## src/rtl/exec_pipe.sv

```systemverilog
// Execute stage: ALU with flags, multi-cycle multiplier, conditional branch
// and sticky halt, producing one registered write-back per instruction.
module exec_pipe #(
  parameter int unsigned WORD    = 32,
  parameter int unsigned ADDR    = 16,
  parameter int unsigned W_RD    = 5,
  parameter int unsigned MUL_LAT = 3
) (
  input  logic            clk,
  input  logic            rst,
  input  logic            v_i,
  output logic            stall_o,
  input  logic [3:0]      op_i,
  input  logic [2:0]      cc_i,
  input  logic [WORD-1:0] src_i,
  input  logic [WORD-1:0] dest_i,
  input  logic            wb_i,
  input  logic [W_RD-1:0] wb_rd_name_i,
  output logic            branch_o,
  output logic [ADDR-1:0] baddr_o,
  output logic            wb_o,
  output logic [W_RD-1:0] wb_rd_name_o,
  output logic [WORD-1:0] wb_rd_data_o
);

  localparam int unsigned SH = $clog2(WORD);
  localparam int unsigned CW = (MUL_LAT > 1) ? $clog2(MUL_LAT) : 1;

  typedef enum logic [3:0] {
    OP_ADD, OP_SUB, OP_AND, OP_OR, OP_XOR, OP_SHL, OP_SHR, OP_SAR,
    OP_MUL, OP_SLT, OP_JMP, OP_HALT
  } op_e;

  op_e op;
  assign op = op_e'(op_i);

  logic            wb_q, busy_q, halted_q;
  logic [W_RD-1:0] rd_q;
  logic [WORD-1:0] data_q;
  logic            z_q, n_q, c_q, v_q;
  logic [CW-1:0]   cnt_q;
  logic [WORD-1:0] ma_q, mb_q;
  logic            mwb_q;
  logic [W_RD-1:0] mrd_q;

  logic            acc;
  logic [WORD-1:0] res_d, mul_res;
  logic            c_d, v_d, wr_op, upd_zn, upd_cv;

  function automatic logic cond_met(input logic [2:0] cc, input logic z, n, c, v);
    case (cc)
      3'd0:    return 1'b1;
      3'd1:    return z;
      3'd2:    return ~z;
      3'd3:    return n ^ v;
      3'd4:    return ~(n ^ v);
      3'd5:    return c;
      default: return 1'b0;
    endcase
  endfunction

  assign stall_o  = busy_q | halted_q;
  assign acc      = v_i & ~stall_o;
  assign branch_o = acc & (op == OP_JMP) & cond_met(cc_i, z_q, n_q, c_q, v_q);
  assign baddr_o  = src_i[ADDR-1:0];

  assign wb_o         = wb_q;
  assign wb_rd_name_o = rd_q;
  assign wb_rd_data_o = data_q;

  assign mul_res = ma_q * mb_q;

  always_comb begin
    res_d  = '0;
    c_d    = 1'b0;
    v_d    = 1'b0;
    wr_op  = 1'b0;
    upd_zn = 1'b0;
    upd_cv = 1'b0;
    case (op)
      OP_ADD: begin
        {c_d, res_d} = {1'b0, dest_i} + {1'b0, src_i};
        v_d = (dest_i[WORD-1] == src_i[WORD-1]) & (res_d[WORD-1] != dest_i[WORD-1]);
        {wr_op, upd_zn, upd_cv} = 3'b111;
      end
      OP_SUB: begin
        {c_d, res_d} = {1'b0, dest_i} - {1'b0, src_i};
        v_d = (dest_i[WORD-1] != src_i[WORD-1]) & (res_d[WORD-1] != dest_i[WORD-1]);
        {wr_op, upd_zn, upd_cv} = 3'b111;
      end
      OP_AND: begin res_d = dest_i & src_i; {wr_op, upd_zn, upd_cv} = 3'b111; end
      OP_OR:  begin res_d = dest_i | src_i; {wr_op, upd_zn, upd_cv} = 3'b111; end
      OP_XOR: begin res_d = dest_i ^ src_i; {wr_op, upd_zn, upd_cv} = 3'b111; end
      OP_SHL: begin res_d = dest_i << src_i[SH-1:0]; {wr_op, upd_zn, upd_cv} = 3'b111; end
      OP_SHR: begin res_d = dest_i >> src_i[SH-1:0]; {wr_op, upd_zn, upd_cv} = 3'b111; end
      OP_SAR: begin
        res_d = $unsigned($signed(dest_i) >>> src_i[SH-1:0]);
        {wr_op, upd_zn, upd_cv} = 3'b111;
      end
      OP_MUL: begin res_d = dest_i * src_i; {wr_op, upd_zn, upd_cv} = 3'b111; end
      OP_SLT: begin
        res_d = WORD'($signed(dest_i) < $signed(src_i));
        wr_op = 1'b1;
      end
      default: ;
    endcase
  end

  always_ff @(posedge clk) begin
    if (rst) begin
      wb_q     <= 1'b0;
      rd_q     <= '0;
      data_q   <= '0;
      {z_q, n_q, c_q, v_q} <= '0;
      busy_q   <= 1'b0;
      cnt_q    <= '0;
      halted_q <= 1'b0;
      ma_q     <= '0;
      mb_q     <= '0;
      mwb_q    <= 1'b0;
      mrd_q    <= '0;
    end else begin
      wb_q <= 1'b0;
      if (busy_q) begin
        // The multiply retires on the edge where the countdown reaches 1.
        cnt_q <= cnt_q - CW'(1);
        if (cnt_q == CW'(1)) begin
          busy_q <= 1'b0;
          wb_q   <= mwb_q;
          rd_q   <= mrd_q;
          data_q <= mul_res;
          z_q    <= (mul_res == '0);
          n_q    <= mul_res[WORD-1];
          c_q    <= 1'b0;
          v_q    <= 1'b0;
        end
      end else if (acc) begin
        if (op == OP_MUL && MUL_LAT > 1) begin
          ma_q   <= dest_i;
          mb_q   <= src_i;
          mwb_q  <= wb_i;
          mrd_q  <= wb_rd_name_i;
          busy_q <= 1'b1;
          cnt_q  <= CW'(MUL_LAT - 1);
        end else begin
          if (wr_op) begin
            wb_q   <= wb_i;
            rd_q   <= wb_rd_name_i;
            data_q <= res_d;
          end
          if (upd_zn) begin
            z_q <= (res_d == '0);
            n_q <= res_d[WORD-1];
          end
          if (upd_cv) begin
            c_q <= c_d;
            v_q <= v_d;
          end
          if (op == OP_HALT) halted_q <= 1'b1;
        end
      end
    end
  end

endmodule

```

## config.mk

```make
export PLATFORM = sky130hd
export DESIGN_NAME = exec_pipe
export DESIGN_NICKNAME = d
export VERILOG_FILES = /design/src/rtl/exec_pipe.sv
export SDC_FILE = /design/constraint.sdc
export NUM_CORES = 2
export LEC_CHECK = 0
export CORE_ASPECT_RATIO = 1.2
export CORE_MARGIN = 5
export CORE_UTILIZATION = 45
export DETAILED_ROUTE_END_ITERATION = 10
export PLACE_DENSITY = 0.64
export SLEW_MARGIN = 25
export SYNTH_ARGS = -nofsm -noshare
export SYNTH_HDL_FRONTEND = slang
export SYNTH_SLANG_ARGS = --single-unit
```

## constraint.sdc

```tcl
create_clock -name clk -period 12.3 [get_ports clk]
set_input_delay 3.69 -clock clk [delete_from_list [all_inputs] [get_ports clk]]
set_output_delay 3.69 -clock clk [all_outputs]
set_load 0.02 [all_outputs]
```

==> metrics.md <==
| Metric | Value |
|---|---|
| RSZ-0062 raised after global routing | no |
| Slew headroom | 23.5% |
| Max-cap violation count | 0 |
| Status | completed |
| Final setup violating endpoints | 0 |
| Ys async rst share | 0% |
| Maximum VDD drop | 0.548 mV |
| FF-to-FF End | wb_rd_data_o[31] |
| CTS Hold Bufs | 0 |
| F_max | 85.2 MHz |
| Vias in the first global route | 43645 |
| TritonCTS Sinks | 116 |
| Die W | 300 µm |
| Switching Power | 0.00883 W |
| R2R cell count | 31 |
| CTS resizes | 0 |
| Die ar. | 107000 µm² |
| Register Area | 2320 µm² |
| Sequential share of the synthesized area | 5.12% |
| Syn nets | 6903 |
| Critical Path End | z_q |
| Multi-input logic area | 37600 µm² |
| # fillers | 9881 |
| Max-slew violations | 0 |
| Clock power frac | 3.8% |
| Post-route DRC | 0 |
| Maximum fanout along the worst path | 19 |
| Worst Max-Slew Pin Slew | 1.12 ns |
| H-tree depth | 4 |
| First-pass GRT wire length | 291 mm |
| Rows | 127 |
| Library cells used by synthesis | 96 |
| Cell-internal power | 0.00603 W |
| Yosys reg bits | 116 |
| Post-synth EDFFs | 0 |
| Die Height | 358 µm |
| Nets@finish | 6922 |
| Routed Antenna Nets | 0 |
| Clk_skew | 0.0158 ns |
| FF-to-FF setup slack | 4.08 ns |
| Iteration-0 DRC Markers | 4149 |
| First-pass detailed-route iteration total | 8 |
| Post-Route Setup TNS | 0 ns |
| CORE AREA | 99900 µm² |
| Mapped Area | 45300 µm² |
| Combinational power share | 93.2% |
| CTS tree | yes |
| Synth Flop Type | dfxtp_1 |
| Vias post-DR | 41921 |
| Routed length per instance | 28.3 µm |
| CTS clk-pin slew, worst paths | 0.05 ns |
| TritonCTS Buffers | 25 |
| Worst EP arrival | 12.16 ns |
| CP Capture Type | flop |
| Tot GR Track Use | 36.6% |
| Clock period minus worst slack | 11.74 ns |
| Clock Tree Buf Depth | 3 |
| Worst r2r src | mb_q[4] |
| Worst hold path type | reg -> reg |
| Synth Instances | 5661 |
| Largest net degree at the start of global routing | 76 |
| Initial Util | 45.3% |
| GR Overflow Total | 0 |
| Area growth syn-to-layout | 8.60% |
| I/O Pins | 136 |
| YS warnings | 0 |
| Post-Synthesis Mean Instance Area | 8.00 µm² |
| # port buffers | 135 |
| Via density | 6.00 |
| Pwr per Cell Area | 302 nW/µm² |
| CP Class | in -> reg |
| Area contributors post-synth | fa_1 (36%), ha_1 (9.5%), inv_1 (8.2%) |
| Final hold vios | 0 |
| Routed wire length | 197 mm |
| Layout cells sized above 1 | 6.77% |
| Post-CTS Setup Inserts | 0 |
| Clock Latency Late Sink | 0.49 ns |
| P_leak | 23.5 nW |
| DP HPWL | 161 mm |
| Root buffer cell | clkbuf_16 |
| Synth top area share | 36.1% |
| Antenna violations before repair | 6 |
| RePlAce Congestion | 1.09 |
| Reg power frac | 2.9% |
| Net Sw Frac | 59.4% |
| Hold Slack | 0.451 ns |
| CP startpoint kind | input port |
| CP startpoint | dest_i[13] |
| Worst EP required | 12.71 ns |
| Final Cycle Share | 95.5% |
| Cell taking the most area after synthesis | fa_1 |
==> worst max-delay path, stage by stage <==
cell             delay [ns]
clkdlybuf4s50_1        0.48
buf_4                  0.42
ha_1                   0.57
fa_1                   0.52
fa_1                   0.49
inv_1                  0.07
fa_1                   0.53
fa_1                   0.52
inv_1                  0.05
fa_1                   0.57
fa_1                   0.47
fa_1                   0.44
fa_1                   0.56
ha_1                   0.43
nor2_1                 0.08
mux2i_1                0.13
o22ai_1                0.12
a211o_1                0.26
a2111oi_0              0.44
o21ai_0                0.29
nor4_1                 0.31
nor4bb_1               0.41
nand4_1                0.15
o21ai_1                0.13
==> layout make-up <==
cell class	instances	area share, %
inverter	1004	7.66
antenna	8	0.0407
timing repair buffer	376	6.43
sequential	116	4.72
tap	1290	3.28
multi-input combinational	4157	76.5
clock inverter	4	0.0458
clock buffer	27	1.33
==> cell families (layout without fill, tap and decap cells) <==
| group | count (synthesis) | in the layout | synth area share [%] |
|---|---|---|---|
| simple gates | 1878 | 1878 | 18.0 |
| buf+inv | 1388 | 1411 | 11.9 |
| fa+ha+maj | 1162 | 1162 | 45.6 |
| compound gates | 796 | 796 | 11.5 |
| xor+xnor | 180 | 180 | 3.48 |
| mux | 141 | 141 | 4.34 |
| flops | 116 | 116 | 5.12 |
| other cells | 0 | 8 | 0 |
==> placed cells by master (no fill, tap or decap), types with 53 or more instances in the layout <==
| master | netlist | final |
|---|---|---|
| and2_1 | 153 | 152 |
| nor3_1 | 60 | 58 |
| inv_1 | 986 | 985 |
| ha_1 | 344 | 344 |
| a21oi_1 | 249 | 248 |
| buf_4 | 31 | 243 |
| o21ai_0 | 137 | 137 |
| mux2i_1 | 78 | 78 |
| nand2_1 | 928 | 927 |
| nand3_1 | 53 | 53 |
| fa_1 | 818 | 818 |
| nor2_1 | 488 | 488 |
| dfxtp_1 | 116 | 115 |
| clkdlybuf4s50_1 | 0 | 129 |
| xnor2_1 | 139 | 139 |
==> through the flow <==
stage	setup WS [ns]	total power, W	std cells	utilization (%)	area [µm²]
4_1_cts	0.698	0.0145	6974	49.2	49200
6_report	0.557	0.0149	6982	49.2	49200
3_5_place_dp	0.212	0.0139	6943	48.5	48500
3_3_place_gp	0.286	0.0140	6943	48.5	48500
2_1_floorplan	0.281	0.00865	5661	-	45300
5_1_grt	0.251	0.0157	6975	49.2	49200
==> power by group through the flow <==
| stage | Combinational [W] | Clock, W | Sequential (W) |
|---|---|---|---|
| 3_3_place_gp | 0.0135 | 0 | 0.000444 |
| 3_5_place_dp | 0.0134 | 0 | 0.000444 |
| 5_1_grt | 0.0147 | 0.000589 | 0.000439 |
| 6_report | 0.0139 | 0.000568 | 0.000437 |
| 2_1_floorplan | 0.00820 | 0 | 0.000453 |
| 4_1_cts | 0.0135 | 0.000573 | 0.000437 |
==> cells in the mapped netlist (12+ instances only) <==
| cell type | number |
|---|---|
| inv_1 | 986 |
| nand2_1 | 928 |
| fa_1 | 818 |
| nor2_1 | 488 |
| ha_1 | 344 |
| clkbuf_1 | 291 |
| a21oi_1 | 249 |
| and2_1 | 153 |
| xnor2_1 | 139 |
| o21ai_0 | 137 |
| dfxtp_1 | 116 |
| mux2i_1 | 78 |
| nor3_1 | 60 |
| nand3_1 | 53 |
| a211oi_1 | 49 |
| o211ai_1 | 41 |
| xor2_1 | 41 |
| mux4_2 | 39 |
| nand2b_1 | 37 |
| buf_1 | 35 |
| a21o_1 | 34 |
| buf_4 | 31 |
| a31oi_1 | 29 |
| nor2b_1 | 26 |
| o22ai_1 | 26 |
| nor4_1 | 23 |
| buf_2 | 22 |
| o221ai_1 | 22 |
| nand4_1 | 21 |
| a221oi_1 | 20 |
| a22oi_1 | 18 |
| mux2_2 | 18 |
| a211o_1 | 17 |
| o21a_1 | 17 |
| o31ai_1 | 15 |
| and3_1 | 14 |
| or3_1 | 13 |
| clkinv_1 | 12 |
==> sequential cells by signal, summed over array words and instances, names as in the netlist <==
| signal | flops |
|---|---|
| ma_q | 32 |
| mb_q | 32 |
| wb_rd_data_o | 32 |
| mrd_q | 5 |
| wb_rd_name_o | 5 |
| cnt_q | 2 |
| busy_q | 1 |
| c_q | 1 |
| halted_q | 1 |
| mwb_q | 1 |
| n_q | 1 |
| v_q | 1 |
| wb_o | 1 |
| z_q | 1 |
==> how the worst min path moves through the flow <==
stage / start / endpoint / slack (ns) / cells after the start
2_1_floorplan: mrd_q[0] / mrd_q[0] / 0.44 / 2
3_3_place_gp: mrd_q[4] / mrd_q[4] / 0.44 / 2
3_5_place_dp: wb_rd_data_o[1] / wb_rd_data_o[1] / 0.45 / 2
4_1_cts: wb_rd_data_o[6] / wb_rd_data_o[6] / 0.45 / 2
5_1_grt: ma_q[10] / ma_q[10] / 0.47 / 2
6_report: wb_rd_data_o[1] / wb_rd_data_o[1] / 0.45 / 2
==> layer usage <==
metal	track usage (%)	share of wire (%)	wire length (µm)	vias to the layer above
li1	-	-	-	17795
met2	60.3	46	91000	2342
met4	25.9	9.2	18200	0
met3	6.22	8.1	16000	737
met5	0	0	0	-
met1	43.5	37	72200	21047
(Power assumes the default switching activity.)
